===== config.mk =====
export PLATFORM = sky130hd
export DESIGN_NAME = nr_divider
export DESIGN_NICKNAME = d
export VERILOG_FILES = /design/src/rtl/div_pkg.sv /design/src/rtl/nr_div_ctrl.sv /design/src/rtl/nr_divider.sv
export SDC_FILE = /design/constraint.sdc
export NUM_CORES = 1
export LEC_CHECK = 0
export ABC_AREA = 1
export CAP_MARGIN = 25
export CORE_MARGIN = 2
export CORE_UTILIZATION = 35
export CTS_CLUSTER_DIAMETER = 40
export DETAILED_ROUTE_END_ITERATION = 12
export PLACE_DENSITY = 0.52
export RECOVER_POWER = 100
export SLEW_MARGIN = 10
export SYNTH_ARGS = -nofsm -noshare
export SYNTH_HDL_FRONTEND = slang
export SYNTH_HIERARCHICAL = 1
export SYNTH_SLANG_ARGS = --single-unit

===== constraint.sdc =====
create_clock -name Clock -period 2.7 [get_ports Clock]
set_clock_uncertainty 0.15 [all_clocks]
set_input_delay 0.81 -clock Clock [delete_from_list [all_inputs] [get_ports Clock]]
set_output_delay 0.81 -clock Clock [all_outputs]
set_load 0.02 [all_outputs]

===== src/rtl/div_pkg.sv =====
// Shared types and constants for the non-restoring divider.
// Holds the FSM state encoding and the divide-by-zero quotient value.
package div_pkg;

    typedef enum logic [1:0] {
        IDLE = 2'd0,
        ITER = 2'd1,
        FIX  = 2'd2,
        DONE = 2'd3
    } state_t;

    localparam int MAXW = 64;

    // All-ones quotient of the requested width, returned on divide by zero.
    function automatic logic [MAXW-1:0] dz_quotient(input int width);
        return {MAXW{1'b1}} >> (MAXW - width);
    endfunction

endpackage


===== src/rtl/nr_div_ctrl.sv =====
// FSM and iteration counter for the non-restoring divider.
// Ports: Clock/Reset, Start, rneg (sign of R), divzero; per-state strobes out.
module nr_div_ctrl
    import div_pkg::*;
#(
    parameter int WIDTH = 8
) (
    input  logic Clock,
    input  logic Reset,
    input  logic Start,
    input  logic rneg,
    input  logic divzero,
    output logic load,
    output logic shift,
    output logic add,
    output logic fix,
    output logic fixadd,
    output logic busy,
    output logic done
);

    localparam int CW = $clog2(WIDTH);
    localparam logic [CW-1:0] LAST = CW'(WIDTH - 1);

    state_t        state;
    state_t        state_n;
    logic [CW-1:0] cnt;

    always_comb begin
        state_n = state;
        unique case (state)
            IDLE: if (Start) state_n = divzero ? DONE : ITER;
            ITER: if (cnt == LAST) state_n = FIX;
            FIX:  state_n = DONE;
            DONE: state_n = IDLE;
            default: state_n = IDLE;
        endcase
    end

    always_ff @(posedge Clock) begin
        if (Reset) begin
            state <= IDLE;
            cnt   <= '0;
        end else begin
            state <= state_n;
            if (state == ITER && cnt != LAST)
                cnt <= cnt + 1'b1;
            else
                cnt <= '0;
        end
    end

    assign load   = (state == IDLE) && Start;
    assign shift  = (state == ITER);
    // Negative R: restore by adding D instead of subtracting.
    assign add    = shift && rneg;
    assign fix    = (state == FIX);
    assign fixadd = fix && rneg;
    assign busy   = (state != IDLE);
    assign done   = (state == DONE);

endmodule


===== src/rtl/nr_divider.sv =====
// Non-restoring sequential divider, one quotient bit per clock, signed/unsigned.
// Ports: Start/Signed/Dividend/Divisor in; Quotient/Remainder/Busy/Done/flags out.
module nr_divider
    import div_pkg::*;
#(
    parameter int WIDTH = 8
) (
    input  logic             Clock,
    input  logic             Reset,
    input  logic             Start,
    input  logic             Signed,
    input  logic [WIDTH-1:0] Dividend,
    input  logic [WIDTH-1:0] Divisor,
    output logic [WIDTH-1:0] Quotient,
    output logic [WIDTH-1:0] Remainder,
    output logic             Busy,
    output logic             Done,
    output logic             DivZero,
    output logic             Overflow
);

    localparam logic [WIDTH-1:0] DZ_Q = WIDTH'(dz_quotient(WIDTH));
    localparam logic [WIDTH-1:0] MINV = {1'b1, {(WIDTH-1){1'b0}}};

    logic [WIDTH:0]   r;
    logic [WIDTH:0]   shin;
    logic [WIDTH:0]   dext;
    logic [WIDTH:0]   rsum;
    logic [WIDTH:0]   rfix;
    logic [WIDTH-1:0] d;
    logic [WIDTH-1:0] q;
    logic [WIDTH-1:0] dvd_mag;
    logic [WIDTH-1:0] dvs_mag;
    logic [WIDTH-1:0] qfin;
    logic [WIDTH-1:0] rfin;
    logic             negq;
    logic             negr;
    logic             ovf_p;
    logic             divzero;
    logic             load;
    logic             shift;
    logic             add;
    logic             fix;
    logic             fixadd;

    nr_div_ctrl #(.WIDTH(WIDTH)) u_ctrl (
        .Clock   (Clock),
        .Reset   (Reset),
        .Start   (Start),
        .rneg    (r[WIDTH]),
        .divzero (divzero),
        .load    (load),
        .shift   (shift),
        .add     (add),
        .fix     (fix),
        .fixadd  (fixadd),
        .busy    (Busy),
        .done    (Done)
    );

    assign divzero = (Divisor == '0);
    assign dvd_mag = (Signed && Dividend[WIDTH-1]) ? -Dividend : Dividend;
    assign dvs_mag = (Signed && Divisor[WIDTH-1]) ? -Divisor : Divisor;

    // q doubles as dividend shifter: MSB feeds R, new quotient bit enters LSB.
    assign shin = {r[WIDTH-1:0], q[WIDTH-1]};
    assign dext = {1'b0, d};
    assign rsum = add ? shin + dext : shin - dext;
    assign rfix = fixadd ? r + dext : r;
    assign qfin = negq ? -q : q;
    assign rfin = negr ? -rfix[WIDTH-1:0] : rfix[WIDTH-1:0];

    always_ff @(posedge Clock) begin
        if (Reset) begin
            r         <= '0;
            d         <= '0;
            q         <= '0;
            negq      <= 1'b0;
            negr      <= 1'b0;
            ovf_p     <= 1'b0;
            Quotient  <= '0;
            Remainder <= '0;
            DivZero   <= 1'b0;
            Overflow  <= 1'b0;
        end else begin
            if (load) begin
                r        <= '0;
                d        <= dvs_mag;
                q        <= dvd_mag;
                negq     <= Signed && (Dividend[WIDTH-1] ^ Divisor[WIDTH-1]);
                negr     <= Signed && Dividend[WIDTH-1];
                ovf_p    <= Signed && (Dividend == MINV) && (Divisor == '1);
                DivZero  <= divzero;
                Overflow <= 1'b0;
                if (divzero) begin
                    Quotient  <= DZ_Q;
                    Remainder <= Dividend;
                end
            end
            if (shift) begin
                r <= rsum;
                q <= {q[WIDTH-2:0], ~rsum[WIDTH]};
            end
            if (fix) begin
                r         <= rfix;
                Quotient  <= qfin;
                Remainder <= rfin;
                Overflow  <= ovf_p;
            end
        end
    end

endmodule


==> results.md <==
- Status: finished, final reports clean
- Initial drt markers: 303
- Synth Net Count: 630
- # fillers: 1178
- Layout cell share with drive strength beyond 1: 0.1422
- Arrival time of the worst setup path: 2680 ps
- Synthesized flop and latch total: 51
- Final min period: 2570 ps
- Diodes inserted: 0
- Cell Count, Final, Fillers Out: 794
- Crit end category: flop
- Net Sw Power: 2.003 mW
- Tcrit/Tclk final: 0.9520
- Clk_lat worst skew: 310 ps
- CP Max Fanout: 5
- Ports: 40
- Clock buffer depth: 2
- Register area: 1025 sq um
- Routability cong.: 0.8834
- Multi-input logic area: 2471 sq um
- Vias per cell: 4.970
- Relative slew slack: 0.6448
- Top FF cell, synth: dfxtp_1
- Pint: 2.285 mW
- CTS H-tree depth: 2
- Initial Util: 0.3550
- Initial antenna violation count: 0
- Mapped cell area: 3815 sq um
- PD cells: 885.5 nW/um^2
- Post-DRT Antenna Nets: 0
- Avg WL per Cell: 14.05 microns
- TritonCTS Buffers: 5
- Die Height: 108.4 microns
- Final WL: 11160 microns
- Cells after Synth: 576
- Worst VDD drop: 0.3465 mV
- Die ar.: 11750 sq um
- Proportion of power drawn by the clock network: 0.127
- Synth async-reset ratio: 0
- Post-synth EDFFs: 0
- Synth cell types: 38
- Leakage power total: 2.306 nW
- WHS Endpoint: u_ctrl/cnt[0]
- Crit Path Category: reg -> reg
- Reg2reg path depth: 21
- CP startpoint kind: flop
- Clk sinks: 51
- FMAX: 389.1 MHz
- Sequential fraction of the synthesis area: 0.2676
- DR DRC count: 0
- Reg2reg setup slack: 130 ps
- Mean Syn Cell Area: 6.623 sq um
- Hold Path Depth: 1
- CP required: 2810 ps
- Max-capacitance violation count: 0
- CTS clk-pin slew, worst paths: 110 ps
- Slew Limit Fails: 0
- Commonest non-fill, non-tap cell in the layout: nand2_1
- Hold path start: u_ctrl/cnt[0]
- RR Startpoint: u_ctrl/state[1]
- Setup violations, final: 0
- Post-DP HPWL: 8816 microns
- CTS tree: built
- Number of detailed-routing iterations run before antenna repair: 4
- Final nets: 708
- Worst r2r dst: q[0]
- Most frequent cells in the layout: 130 x nand2_1, 87 x inv_1, 48 x dfxtp_1
- First-pass GRT wire length: 18030 microns
- CTS root buf: clkbuf_8
- Yosys warns: 6
- Worst-Margin Slew: 532.9 ps
- Area of placed instances: 4626 sq um
- Fin. Hold Viols: 0
- Synth-to-layout area growth: 26.93%
- Combinational power share: 0.607
- Grt ovf: 0
- Final instance area: 4842 sq um
- I/O Buffers: 39
- Cell row count: 38
- Global Route Usage Sum: 0.1949
- Sequential Power Share: 0.267
- Total power: 4.288 mW
- Post-Place Cells: 784
- RSZ-0062 raised after global routing: yes
- DR vias: 3946
- Min-delay worst type: reg -> reg
- Sw Share: 0.4671
- Die width: 108.4 microns
- Area of the core: 10750 sq um
- Largest net degree at the start of global routing: 24
- Vias in the first global route: 3634
-- power by group through the flow --
stage	clock network, mW	registers [mW]	logic (mW)
3_3_place_gp	0	1.15	2.50
4_1_cts	0.552	1.13	2.53
5_1_grt	0.585	1.17	2.94
2_1_floorplan	0	1.19	1.59
6_report	0.543	1.14	2.60
3_5_place_dp	0	1.15	2.51
-- per-stage QoR --
step           TNS, ps  hold WS, ps    util  setup WS, ps
3_3_place_gp    -916.7        257.2  0.4305        -186.2
3_5_place_dp     -1905        265.9  0.4305        -268.8
5_1_grt         -92.99        301.7  0.4506        -57.31
6_report             0        282.1  0.4506         129.6
4_1_cts              0        285.1  0.4408         16.82
2_1_floorplan        0        249.2       -         135.0
-- layout make-up --
class	count	share of cell area
Clock buffer	6	0.01499
Clock inverter	1	0.006202
Inverter	91	0.07209
Multi-Input combinational cell	420	0.5103
Sequential cell	51	0.2116
Tap cell	140	0.03618
Timing Repair Buffer	85	0.1486
-- synth_stat cells, types with 2 or more instances --
cell type | number | area [sq um]
nand2_1 | 135 | 506.7
inv_1 | 90 | 337.8
dfxtp_1 | 51 | 1021
nand3_1 | 45 | 225.2
nor2_1 | 40 | 150.1
o21ai_0 | 38 | 190.2
a21oi_1 | 35 | 175.2
ha_1 | 32 | 400.4
a31oi_1 | 17 | 106.4
xor2_1 | 10 | 87.58
clkbuf_1 | 9 | 33.78
nor3_1 | 9 | 45.04
nand4_1 | 6 | 37.54
o211ai_1 | 6 | 45.04
o221ai_1 | 5 | 43.79
o31ai_1 | 5 | 37.54
or2_2 | 5 | 31.28
nand2_2 | 4 | 25.02
buf_6 | 3 | 33.78
nand3b_1 | 3 | 22.52
nor2_2 | 3 | 18.77
o21bai_1 | 3 | 22.52
buf_2 | 2 | 10.01
fa_1 | 2 | 40.04
o21a_1 | 2 | 15.01
o21ai_2 | 2 | 17.52
o22ai_1 | 2 | 12.51
xnor2_1 | 2 | 17.52
-- worst max path at each step --
| stage | start | to | cells past startpoint |
|---|---|---|---|
| floorplan | u_ctrl/state[1] | q[0] | 21 |
| finish | u_ctrl/state[1] | q[0] | 21 |
| global placement | Divisor[0] | Remainder[5] | 10 |
| detailed placement | Divisor[0] | Remainder[5] | 10 |
| global route | u_ctrl/state[1] | q[0] | 21 |
| CTS | u_ctrl/state[1] | q[0] | 20 |
-- routing by layer --
layer	global-route usage	vias to the layer above	wire [microns]
li1	-	2055	-
met2	0.3094	76	5015
met3	0.02471	12	302
met5	0	-	0
met4	0.04762	0	171
met1	0.2789	1803	5669
-- worst max-delay path: stages, from the launching register on --
cell and delay (ps):
dfxtp_2 340, inv_2 50, ha_4 160, nand2_4 70, inv_4 50, o21ai_2 130, buf_4 130, inv_1 50
fa_2 340, inv_1 60, nand3_1 60, nand2_1 80, nand2_1 60, inv_2 70, nand2_2 50, nand2_2 70
nand2_2 70, a21oi_2 140, o21bai_1 100, nand3_1 90, nand2_1 70, a21oi_2 130
-- timing repair --
item	4_1_cts	5_1_grt
pin swaps	1	12
gates resized for setup	5	29
endpoints found under the setup margin	3	9
hold buffers	0	0
setup buffers	0	3
-- registers in the layout (all words and copies together) (netlist names) --
register and cells:
DivZero 1, Overflow 1, Quotient 8, Remainder 8
d 8, negq 1, negr 1, ovf_p 1
q 8, r 9, u_ctrl/cnt 3, u_ctrl/state 2
-- cell families after synthesis --
logic type	synth area share
AO/OA/AOI/OAI	0.1850
XOR/XNOR	0.02755
adder cells (fa/ha/maj)	0.1154
buffers and inverters	0.1112
flip-flops	0.2676
AND/OR/NAND/NOR	0.2932
Power figures use the tool's default switching activity.
==> variant 1: new RTL, same settings <==
`WIDTH` is set to 8 in 2 places; all go to 4.
--- a/src/rtl/nr_div_ctrl.sv
+++ b/src/rtl/nr_div_ctrl.sv
@@ -3,7 +3,7 @@
 module nr_div_ctrl
     import div_pkg::*;
 #(
-    parameter int WIDTH = 8
+    parameter int WIDTH = 4
 ) (
     input  logic Clock,
     input  logic Reset,
--- a/src/rtl/nr_divider.sv
+++ b/src/rtl/nr_divider.sv
@@ -3,7 +3,7 @@
 module nr_divider
     import div_pkg::*;
 #(
-    parameter int WIDTH = 8
+    parameter int WIDTH = 4
 ) (
     input  logic             Clock,
     input  logic             Reset,
Interface: changed (resized Dividend, Divisor, Quotient and Remainder); port bits go from 40 to 24. The function was not compared with the original's and may differ.
==> variant 1 against the original RTL <==
Die area shrank 43%. Worst setup slack improved by 78 ps. Synthesized area shrank 44%. Register-to-register slack gained 130 ps. Wire length down 53%. Sequential cell count shrank 21. Total power fell by 45%. Final area decreased by 48%.
==> variant 1: results (changes against the original RTL) <==
stage	metric	value	unit	change
cells_and_area	antenna diode count	0		unchanged
global_route	vias in the first global route	1823		-50%
synthesis	Yosys cell types	36		-5.3%
synthesis	register area share after synthesis	0.283		+0.0149
worst_setup_path	R2R depth	12		-43%
route	WL/cell	12.6	um	-10%
route	via count	2011		-49%
synthesis	synth top area cells	dfxtp_1 28%, ha_1 12%, nand2_1 11%		
placed_design	Buffers on Ports	23		-41%
placed_design	Place WS	120	ps	+389 ps
global_route	first-pass GRT wire length	8940	um	-50%
sta	Slew @ Worst Pin	657	ps	+124 ps
outcome	status	complete, no violations		
cells_and_area	layout cells sized above 1	0.0645		-0.0777
synthesis	top post-synthesis cells by count	63 x nand2_1, 58 x inv_1, 30 x dfxtp_1		
worst_setup_path	CP max stage delay	670	ps	+330 ps
clock_network	clk_lat worst skew	280	ps	-30 ps
route	DRT iter0 DRCs	112		-63%
clock_network	TritonCTS Buffers	5		unchanged
cells_and_area	Final #Nets	375		-47%
pwr	VDD IR max	0.415	mV	+20%
cells_and_area	max reg flops	5		-4
worst_setup_path	Slowest-stage cell, CP	dlygate4sd3_1		
placed_design	routability cong.	0.858		-2.8%
synthesis	syn_nets	346		-45%
placed_design	post-DP HPWL	4070	um	-54%
pwr	leak pwr	1.26	nW	-45%
route	drt pass-1 iters	4		unchanged
global_route	largest net degree at the start of global routing	15		-38%
clock_network	Root Driver	clkbuf_8		
cells_and_area	fillcell total	641		-46%
clock_network	clock transition at the registers of the reported paths	70	ps	-40 ps
global_route	GRT Resource Usage Total	0.175		-0.0201
worst_setup_path	CP arrival	1530	ps	-1150 ps
==> variant 1: changes by cell type after synthesis, sizes merged, moves of 12 or more <==
cell   change
nand2     -72
a31oi     -12
nand3     -27
inv       -31
dfxtp     -21
o21ai     -20
nor2      -14
==> variant 1: per-layer routing <==
| metal | up-vias | wire length (um) | global-route usage |
|---|---|---|---|
| li1 | 1058 | - | - |
| met1 | 902 | 2700 | 0.251 |
| met2 | 45 | 2290 | 0.266 |
| met3 | 6 | 185 | 0.0341 |
| met4 | 0 | 61 | 0.0467 |
| met5 | - | 0 | 0 |
==> variant 1: cells by family (layout without fill, tap and decap cells) <==
group           Yosys count  in the layout  share of synthesized area
simple gates            121            121                      0.248
compound gates           65             65                      0.174
fa+ha+maj                23             23                      0.142
buf+inv                  67             97                      0.132
xor+xnor                  5              5                     0.0206
flops                    30             30                      0.283
==> variant 1: final cells by class <==
type | count | area, sq um | share of cell area
clock buffers | 6 | 82.6 | 0.0328
flip-flops and latches | 30 | 601 | 0.238
well taps | 75 | 93.8 | 0.0372
repair buffers | 28 | 254 | 0.101
clock inverters | 2 | 12.5 | 0.00497
multi-input cells | 214 | 1230 | 0.490
inverters | 61 | 243 | 0.0963
==> variant 1: power by group <==
group	internal [mW]	switching, mW
registers	0.573	0.119
clock network	0.205	0.185
logic	0.496	0.790
==> variant 1: worst max-delay path, delay by kind of cell, from the launching register on <==
family | cells | cell delay (ps)
buffers and inverters | 1 | 670
adder cells (fa/ha/maj) | 1 | 170
flip-flops | 1 | 420
==> variant 1: through the flow <==
stage / power [mW] / hold WS, ps / cell area, sq um / instances / util
after floorplan: 1.65 / 248 / 2130 / 311 / -
after global routing: 2.61 / 342 / 2520 / 416 / 0.428
after CTS: 2.44 / 277 / 2540 / 416 / 0.432
final: 2.37 / 276 / 2520 / 416 / 0.428
after detailed placement: 2.03 / 261 / 2450 / 408 / 0.416
after global placement: 2.03 / 263 / 2450 / 408 / 0.416
==> variant 1: repair_timing <==
item / 4_1_cts / 5_1_grt
hold endpoints to repair: 0 / 0
endpoints found under the setup margin: 0 / 1
resized for setup: 0 / 1
hold buffers: 0 / 0
==> variant 1: path summary, 6_finish.rpt <==
kind,start,endpoint,slack (ps)
hold reg to reg,u_ctrl/cnt[0]$_SDFF_PP0_,u_ctrl/cnt[0]$_SDFF_PP0_,280
hold / removal,u_ctrl/cnt[0]$_SDFF_PP0_,u_ctrl/cnt[0]$_SDFF_PP0_,280
setup / recovery,u_ctrl/state[0]$_SDFFE_PP0P_,Done,210
setup reg to reg,u_ctrl/state[1]$_SDFFE_PP0P_,q[0]$_SDFFE_PP0P_,260
==> variant 2: new RTL, same settings <==
Without the edit above. Register the inputs `Start`, `Signed`, `Dividend` and `Divisor` before use, without a reset. The logic sees them one clock later.
--- a/src/rtl/nr_divider.sv
+++ b/src/rtl/nr_divider.sv
@@ -21,6 +21,18 @@
 
     localparam logic [WIDTH-1:0] DZ_Q = WIDTH'(dz_quotient(WIDTH));
     localparam logic [WIDTH-1:0] MINV = {1'b1, {(WIDTH-1){1'b0}}};
+
+    logic Start_q;
+    logic Signed_q;
+    logic [WIDTH-1:0] Dividend_q;
+    logic [WIDTH-1:0] Divisor_q;
+
+    always_ff @(posedge Clock) begin
+        Start_q    <= Start;
+        Signed_q   <= Signed;
+        Dividend_q <= Dividend;
+        Divisor_q  <= Divisor;
+    end
 
     logic [WIDTH:0]   r;
     logic [WIDTH:0]   shin;
@@ -46,7 +58,7 @@
     nr_div_ctrl #(.WIDTH(WIDTH)) u_ctrl (
         .Clock   (Clock),
         .Reset   (Reset),
-        .Start   (Start),
+        .Start   (Start_q),
         .rneg    (r[WIDTH]),
         .divzero (divzero),
         .load    (load),
@@ -58,9 +70,9 @@
         .done    (Done)
     );
 
-    assign divzero = (Divisor == '0);
-    assign dvd_mag = (Signed && Dividend[WIDTH-1]) ? -Dividend : Dividend;
-    assign dvs_mag = (Signed && Divisor[WIDTH-1]) ? -Divisor : Divisor;
+    assign divzero = (Divisor_q == '0);
+    assign dvd_mag = (Signed_q && Dividend_q[WIDTH-1]) ? -Dividend_q : Dividend_q;
+    assign dvs_mag = (Signed_q && Divisor_q[WIDTH-1]) ? -Divisor_q : Divisor_q;
 
     // q doubles as dividend shifter: MSB feeds R, new quotient bit enters LSB.
     assign shin = {r[WIDTH-1:0], q[WIDTH-1]};
@@ -87,14 +99,14 @@
                 r        <= '0;
                 d        <= dvs_mag;
                 q        <= dvd_mag;
-                negq     <= Signed && (Dividend[WIDTH-1] ^ Divisor[WIDTH-1]);
-                negr     <= Signed && Dividend[WIDTH-1];
-                ovf_p    <= Signed && (Dividend == MINV) && (Divisor == '1);
+                negq     <= Signed_q && (Dividend_q[WIDTH-1] ^ Divisor_q[WIDTH-1]);
+                negr     <= Signed_q && Dividend_q[WIDTH-1];
+                ovf_p    <= Signed_q && (Dividend_q == MINV) && (Divisor_q == '1);
                 DivZero  <= divzero;
                 Overflow <= 1'b0;
                 if (divzero) begin
                     Quotient  <= DZ_Q;
-                    Remainder <= Dividend;
+                    Remainder <= Dividend_q;
                 end
             end
             if (shift) begin
Check against the original RTL: not equivalent (Yosys sat finds a counterexample within 4 cycles, from zero or initial values and one cycle with Reset high).
==> variant 2 against the original RTL <==
Sequential cell count up 18. Synthesized area increased by 11%. Clock power up 120%. Wire length grew 3.8%. Fmax up 1.9%. Total power is 22% higher. Worst hold slack worse by 4.4 ps. Final area grew 7.3%. Worst setup slack gained 47 ps. Die area rose by 11%.
==> variant 2: results (changes against the original RTL) <==
stage	metric	value	unit	change
outcome	status	complete, no violations		
global_route	total grt overflow	0		unchanged
global_route	largest net degree at the start of global routing	21		-13%
placed_design	Buffers on Ports	39		unchanged
clock_network	clk_lat worst skew	330	ps	+20 ps
worst_setup_path	Crit Reg-Reg Endpoint	r[8]$_SDFFE_PP0P_		
route	DRT iter0 DRCs	179		-41%
pwr	VDD IR max	0.367	mV	+5.9%
worst_setup_path	CP max stage delay	350	ps	
global_route	first-pass GRT wire length	19300	um	+7.2%
route	drt pass-1 iters	4		unchanged
synthesis	register area share after synthesis	0.326		+0.0588
cells_and_area	max reg flops	9		unchanged
global_route	initial antenna violation count	0		unchanged
cells_and_area	layout cells sized above 1	0.107		-0.0347
worst_setup_path	FF-to-FF Start	d[0]$_SDFFE_PP0P_		
clock_network	clock transition at the registers of the reported paths	50	ps	-60 ps
sta	Slew @ Worst Pin	461	ps	-71.9 ps
synthesis	syn_nets	662		+5.1%
synthesis	Synth Instances	608		+5.6%
worst_setup_path	flop-to-flop setup slack	180	ps	+50 ps
worst_setup_path	worst-path maximum fanout	5		unchanged
synthesis	top post-synthesis cells by count	146 x nand2_1, 86 x inv_1, 69 x dfxtp_1		
sta	Fmax achieved	396	MHz	+1.9%
synthesis	Yosys cell types	43		+13%
worst_setup_path	R2R depth	13		-38%
pwr	leak pwr	2.48	nW	+7.7%
worst_hold_path	hold path start	u_ctrl/cnt[0]$_SDFF_PP0_		
worst_hold_path	Hold EP	u_ctrl/cnt[0]$_SDFF_PP0_		
pwr	switching share of power	0.427		-0.0402
job	MaxCap Viol Count	0		unchanged
route	WL final	11600	um	+3.8%
worst_setup_path	CP arrival	2640	ps	-40 ps
route	via-per-instance ratio	4.97		about the same
clock_network	TritonCTS Buffers	9		+4
placed_design	routability cong.	0.841		-4.8%
synthesis	synth top area cells	dfxtp_1 33%, nand2_1 13%, ha_1 9.5%		
clock_network	CTS HTree Levels	3		+1
placed_design	Place WS	-1.59	ps	+267 ps
clock_network	Root Driver	clkbuf_16		
global_route	vias in the first global route	3940		+8.4%
placed_design	post-DP HPWL	9060	um	+2.8%
global_route	GRT Resource Usage Total	0.189		-0.00568
cells_and_area	Final #Nets	720		+1.7%
synthesis	async set-or-reset flop fraction in the synthesized netlist	0		unchanged
sta	hold_ws	278	ps	-4.37 ps
cells_and_area	fillcell total	1252		+6.3%
[variant 2: logic make-up after synthesis]
group | after synthesis | synth area share
AO/OA/AOI/OAI | 118 | 0.160
adder cells (fa/ha/maj) | 34 | 0.104
AND/OR/NAND/NOR | 271 | 0.284
XOR/XNOR | 11 | 0.0228
flip-flops | 69 | 0.326
buffers and inverters | 105 | 0.103
[variant 2: what timing repair did]
| action | CTS | global route |
|---|---|---|
| pin swaps | 0 | 7 |
| gates resized for setup | 4 | 19 |
| buffers inserted | 0 | 4 |
| gates cloned | 0 | 0 |
| setup endpoints to repair | 3 | 10 |
[variant 2: worst max path at each step]
| stage | start | end | cells after the start |
|---|---|---|---|
| CTS | u_ctrl/state[1]$_SDFFE_PP0P_ | r[8]$_SDFFE_PP0P_ | 16 |
| detailed placement | d[0]$_SDFFE_PP0P_ | r[8]$_SDFFE_PP0P_ | 13 |
| finish | d[0]$_SDFFE_PP0P_ | r[8]$_SDFFE_PP0P_ | 13 |
| floorplan | u_ctrl/state[1]$_SDFFE_PP0P_ | r[8]$_SDFFE_PP0P_ | 14 |
| global placement | d[0]$_SDFFE_PP0P_ | r[8]$_SDFFE_PP0P_ | 13 |
| global route | u_ctrl/state[1]$_SDFFE_PP0P_ | q[0]$_SDFFE_PP0P_ | 14 |
[variant 2: power groups by stage]
stage	Sequential (mW)	Combinational (mW)	Clock, mW
after floorplan	1.49	1.71	0
after global placement	1.48	2.48	0
after detailed placement	1.48	2.51	0
after CTS	1.47	2.52	1.19
after global routing	1.50	2.97	1.24
final	1.46	2.61	1.17
[variant 2: through the flow]
| stage | instances | instance area, sq um |
|---|---|---|
| global placement | 798 | 4870 |
| detailed placement | 798 | 4870 |
| global route | 817 | 5190 |
| floorplan | 608 | 4230 |
| CTS | 813 | 5160 |
| finish | 817 | 5190 |
[variant 2: layer usage]
layer / GRT usage / vias up / part of all wire
li1: - / 2115 / -
met1: 0.257 / 1849 / 0.48
met2: 0.308 / 77 / 0.45
met3: 0.0282 / 17 / 0.046
met4: 0.0650 / 0 / 0.020
met5: 0 / - / 0
[variant 2: final cells by class]
cell class,count,area share
flip-flops and latches,69,0.267
clock inverters,4,0.00940
clock buffers,11,0.0467
well taps,147,0.0354
multi-input cells,434,0.470
repair buffers,62,0.106
inverters,90,0.0662
[variant 2: worst reg2reg max path, stage by stage (launching register included)]
cell,delay (ps)
dfxtp_2,350
nor3_2,250
nand2_1,130
o31ai_2,220
xor2_1,240
ha_1,300
a21oi_2,140
o21ai_1,90
a21oi_2,150
nand3b_1,140
nand3_1,110
nand2_1,70
nand2_1,50
nor2_1,70
